--- config.mk ---
export PLATFORM = sky130hd
export DESIGN_NAME = cpc_bus_cycle_decoder
export DESIGN_NICKNAME = d
export VERILOG_FILES = /design/src/rtl/cpc_bus_cycle_decoder.sv
export SDC_FILE = /design/constraint.sdc
export NUM_CORES = 1
export LEC_CHECK = 0
export ABC_CLOCK_PERIOD_IN_PS = 3500
export CAP_MARGIN = 15
export CORE_UTILIZATION = 49
export DETAILED_ROUTE_END_ITERATION = 7
export PLACE_DENSITY = 0.83
export SYNTH_ARGS = -nofsm -noshare
export SYNTH_HDL_FRONTEND = slang
export SYNTH_SLANG_ARGS = --single-unit
export TNS_END_PERCENT = 10
--- constraint.sdc ---
create_clock -name clk -period 3.5 [get_ports clk]
set_input_delay 1.05 -clock clk [delete_from_list [all_inputs] [get_ports clk]]
set_output_delay 1.05 -clock clk [all_outputs]
set_load 0.005 [all_outputs]
--- src/rtl/cpc_bus_cycle_decoder.sv ---
// Registered Z80 bus-cycle classifier and 0x7Fxx RAM-configuration write decoder
// for the CPC 512K expansion; every output comes straight from a register.
module cpc_bus_cycle_decoder #(
    parameter int unsigned IOWR_FILTER = 2
) (
    input  logic       clk,
    input  logic       reset_b,
    input  logic       mreq_b,
    input  logic       iorq_b,
    input  logic       rd_b,
    input  logic       wr_b,
    input  logic       m1_b,
    input  logic       rfsh_b,
    input  logic       adr15,
    input  logic [7:0] data,
    output logic [2:0] cyc_type,
    output logic       cyc_start,
    output logic       cyc_end,
    output logic [2:0] tstate_cnt,
    output logic [5:0] ramcfg_q,
    output logic       mode3_q,
    output logic       ramcfg_wr
);

    typedef enum logic [2:0] {
        S_IDLE    = 3'd0,
        S_OPFETCH = 3'd1,
        S_MEM_RD  = 3'd2,
        S_MEM_WR  = 3'd3,
        S_REFRESH = 3'd4,
        S_IO_RD   = 3'd5,
        S_IO_WR   = 3'd6,
        S_INTACK  = 3'd7
    } state_t;

    localparam logic [2:0] FILT = 3'(IOWR_FILTER);

    state_t     r_state, w_state_nxt, w_class;
    logic       r_armed, w_armed_nxt;
    logic       r_start, w_start_nxt;
    logic       r_end, w_end_nxt;
    logic [2:0] r_tcnt, w_tcnt_nxt;
    logic [2:0] r_fcnt, w_fcnt_nxt, w_finc;
    logic       r_committed, w_committed_nxt;
    logic [5:0] r_ramcfg, w_ramcfg_nxt;
    logic       r_mode3, w_mode3_nxt;
    logic       r_cfgwr, w_cfgwr_nxt;
    logic       w_is_mem, w_end_cond, w_qual, w_filter_active;

    always_comb begin
        w_class = S_IDLE;
        if (!mreq_b) begin
            if (!rfsh_b)    w_class = S_REFRESH;
            else if (!m1_b) w_class = S_OPFETCH;
            else if (!rd_b) w_class = S_MEM_RD;
            else            w_class = S_MEM_WR;
        end else if (!iorq_b) begin
            if (!m1_b)      w_class = S_INTACK;
            else if (!wr_b) w_class = S_IO_WR;
            else if (!rd_b) w_class = S_IO_RD;
        end
    end

    assign w_is_mem   = (r_state == S_OPFETCH) || (r_state == S_MEM_RD) ||
                        (r_state == S_MEM_WR)  || (r_state == S_REFRESH);
    assign w_end_cond = w_is_mem ? mreq_b : iorq_b;
    assign w_qual     = !iorq_b && !wr_b && !adr15 && (data[7:6] == 2'b11);
    assign w_finc     = (r_fcnt == FILT) ? FILT : r_fcnt + 3'd1;

    always_comb begin
        w_state_nxt     = r_state;
        w_armed_nxt     = r_armed;
        w_start_nxt     = 1'b0;
        w_end_nxt       = 1'b0;
        w_tcnt_nxt      = r_tcnt;
        w_fcnt_nxt      = r_fcnt;
        w_committed_nxt = r_committed;
        w_ramcfg_nxt    = r_ramcfg;
        w_mode3_nxt     = r_mode3;
        w_cfgwr_nxt     = 1'b0;
        w_filter_active = 1'b0;

        if (r_state == S_IDLE) begin
            w_tcnt_nxt      = 3'd0;
            w_fcnt_nxt      = 3'd0;
            w_committed_nxt = 1'b0;
            if (!r_armed) begin
                w_armed_nxt = mreq_b && iorq_b;
            end else if (w_class != S_IDLE) begin
                w_state_nxt     = w_class;
                w_start_nxt     = 1'b1;
                w_filter_active = (w_class == S_IO_WR);
            end
        end else if (w_end_cond) begin
            w_state_nxt     = S_IDLE;
            w_end_nxt       = 1'b1;
            w_tcnt_nxt      = 3'd0;
            w_fcnt_nxt      = 3'd0;
            w_committed_nxt = 1'b0;
        end else begin
            if (r_tcnt != 3'd7) w_tcnt_nxt = r_tcnt + 3'd1;
            w_filter_active = (r_state == S_IO_WR);
        end

        // The start clock of IO_WR is itself the first filter sample; counter is 0 there.
        if (w_filter_active) begin
            if (w_qual) begin
                w_fcnt_nxt = w_finc;
                if ((w_finc == FILT) && !r_committed) begin
                    w_ramcfg_nxt    = data[5:0];
                    w_mode3_nxt     = (data[2:0] == 3'b011);
                    w_cfgwr_nxt     = 1'b1;
                    w_committed_nxt = 1'b1;
                end
            end else begin
                w_fcnt_nxt = 3'd0;
            end
        end
    end

    always_ff @(posedge clk) begin
        if (!reset_b) r_state <= S_IDLE;
        else          r_state <= w_state_nxt;
    end

    always_ff @(posedge clk) begin
        if (!reset_b) begin
            r_armed     <= 1'b0;
            r_start     <= 1'b0;
            r_end       <= 1'b0;
            r_tcnt      <= '0;
            r_fcnt      <= '0;
            r_committed <= 1'b0;
            r_ramcfg    <= '0;
            r_mode3     <= 1'b0;
            r_cfgwr     <= 1'b0;
        end else begin
            r_armed     <= w_armed_nxt;
            r_start     <= w_start_nxt;
            r_end       <= w_end_nxt;
            r_tcnt      <= w_tcnt_nxt;
            r_fcnt      <= w_fcnt_nxt;
            r_committed <= w_committed_nxt;
            r_ramcfg    <= w_ramcfg_nxt;
            r_mode3     <= w_mode3_nxt;
            r_cfgwr     <= w_cfgwr_nxt;
        end
    end

    assign cyc_type   = r_state;
    assign cyc_start  = r_start;
    assign cyc_end    = r_end;
    assign tstate_cnt = r_tcnt;
    assign ramcfg_q   = r_ramcfg;
    assign mode3_q    = r_mode3;
    assign ramcfg_wr  = r_cfgwr;

endmodule

==> qor.yml <==
run_status:
  status: "finished, final reports clean"
route:
  drtIter0Drc: 21
  vias_per_cell: 5.34
  antenna_left: 0
  num_vias: 983
  wire_per_inst_um: 12.7
  dr.pass1.iters: 4
  drc: 0
  routed_wl_um: 2340
power:
  power_mw: 0.414
  p_per_area_nw_per_um2: 285
  p_leak_nw: 0.535
  ir_worst_vdd_mv: 0.223
grt:
  antenna_found_initial: 0
  grt_pass1_vias: 955
  overflow: 0
  grt_pass1_wl_um: 4000
  grt_max_degree: 26
  grt_util_all_layers: 0.208
sta:
  setup_viol: 0
  rsz0062_at_grt: "false"
  timing.final.crit_period_ps: 2620
  fmax_mhz: 382
  fin_hold_ws_ps: 468
  slew_viol_final: 0
  tns_ps: 0
  max_slew.worst_pin.slew_ps: 474
  slew_headroom: 0.681
  setup_ws_ps: 883
  skew_ps: 1.43
  hold_violations: 0
  finalCritPeriodShare: 0.748
clocking:
  htree_levels: 1
  holdBufCountCts: 0
  cts_tree: "built"
  cts_max_path_buffers: 2
  clock-sinks: 21
  cts_repair_resize_count: 0
  cts-root-buf: "clkbuf_4"
  cts_setup_buffers: 0
  insertion_delay_ps: 300
  clk_pin_slew_ps: 110
  cts_buffers: 3
synthesis:
  synth.distinct_cells: 39
  yosysSeqAreaShare: 0.378
  synth_nets: 147
  synth_area_per_cell_um2: 8.83
  synth_area_um2: 1110
  synthCells: 126
  async_reset_ff_frac: 0
  synth_edf_count: 0
  synth_top_flop_cell: "dfxtp_1"
  synth-seq-cells: 21
  yosys_warnings: 0
place:
  globalplace.congestion: 0.816
  hpwl_um: 1780
  pre_cts_slack_ps: 592
  portBuffers: 32
  dp.cells: 180
  place_area_um2: 1430
floorplan:
  ios: 33
  start_util: 0.545
  die_area_um2: 2460
  die_h_um: 49.6
  die_w_um: 49.6
  fp-row-count: 16
  core_um2: 2040
job:
  drv_cap: 0
cells_and_area:
  layout_commonest_cell: "clkdlybuf4s50_1"
  finish.utilization: 0.712
  drive_above_1_share: 0.0637
  final_cell_mix: "clkdlybuf4s50_1 (32), dfxtp_1 (21), nand2_1 (19), mux2i_1 (9), nor2_1 (7)"
  stdcell_area_um2: 1450
  final_nets: 179
  area_growth_pct: 30.7
  layout.cells.non_filler: 184
  fillers: 180
  diodes: 0
min_path:
  hold_path_class: "flip-flop to flip-flop"
  hold_depth: 2
worst_setup_path:
  crit_path_start_kind: "primary input"
  required_ps: 3730
  arrival_ps: 2850
  worstSetupPathType: "primary input to flip-flop"
  cp_max_fo: 9
  end_kind: "flip-flop"
  r2r_cells: 6
[cell families (layout without fill, tap and decap cells)]
logic type	count (synthesis)	in the layout	share of synthesized area
xor+xnor	1	1	0.00788
flops	21	21	0.378
simple gates	52	52	0.250
mux	9	9	0.0810
fa+ha+maj	4	4	0.0450
compound gates	27	27	0.175
buf+inv	12	43	0.0630
[final cells by class]
class | count | area, um2 | share of cell area
flip-flops and latches | 21 | 420 | 0.289
well taps | 27 | 33.8 | 0.0232
clock buffers | 3 | 22.5 | 0.0155
clock inverters | 1 | 5.00 | 0.00344
repair buffers | 33 | 328 | 0.225
multi-input cells | 93 | 622 | 0.428
inverters | 6 | 22.5 | 0.0155
[Yosys cell counts, types with 2 or more instances]
master    instances  area [um2]
nor2b_1           4        25.0
o21ai_0           6        30.0
nand2b_1          3        18.8
nand3_1           2        10.0
dfxtp_1          21         420
nand2_1          19        71.3
inv_1             6        22.5
ha_1              4        50.1
mux2i_1           9        90.1
a21oi_1           5        25.0
clkbuf_2          2        10.0
a21boi_0          5        37.5
and3_1            5        31.3
nor3_1            3        15.0
o21a_1            2        15.0
nor2_1            7        26.3
[layer usage]
| layer | track usage | up-vias | share of wire |
|---|---|---|---|
| li1 | - | 506 | - |
| met1 | 0.251 | 442 | 0.44 |
| met2 | 0.378 | 32 | 0.49 |
| met3 | 0.0309 | 3 | 0.055 |
| met4 | 0.0571 | 0 | 0.0073 |
| met5 | 0 | - | 0 |
[path summary, 6_finish.rpt]
kind / startpoint / to / slack (ps)
max: iorq_b / ramcfg_q[4] / 880
min: ramcfg_q[2] / ramcfg_q[2] / 470
max reg2reg: r_fcnt[0] / ramcfg_q[4] / 1180
min reg2reg: ramcfg_q[2] / ramcfg_q[2] / 470
[power breakdown]
| part | switching (mW) | internal, mW |
|---|---|---|
| clock network | 0.0702 | 0.0426 |
| registers | 0.00446 | 0.242 |
| logic | 0.0219 | 0.0322 |
| total | 0.0966 | 0.317 |
[worst max-delay path, cell delays in order]
cell             delay (ps)
clkdlybuf4s50_1         560
nor4_1                  510
and3_1                  490
mux2i_1                 240
[state kept, by name, indices dropped and copies added, names as in the netlist]
register / count
ramcfg_q: 6
cyc_type: 3
r_fcnt: 3
tstate_cnt: 3
cyc_end: 1
cyc_start: 1
mode3_q: 1
r_armed: 1
r_committed: 1
ramcfg_wr: 1
Note: power is estimated with default switching activity, not from simulation.
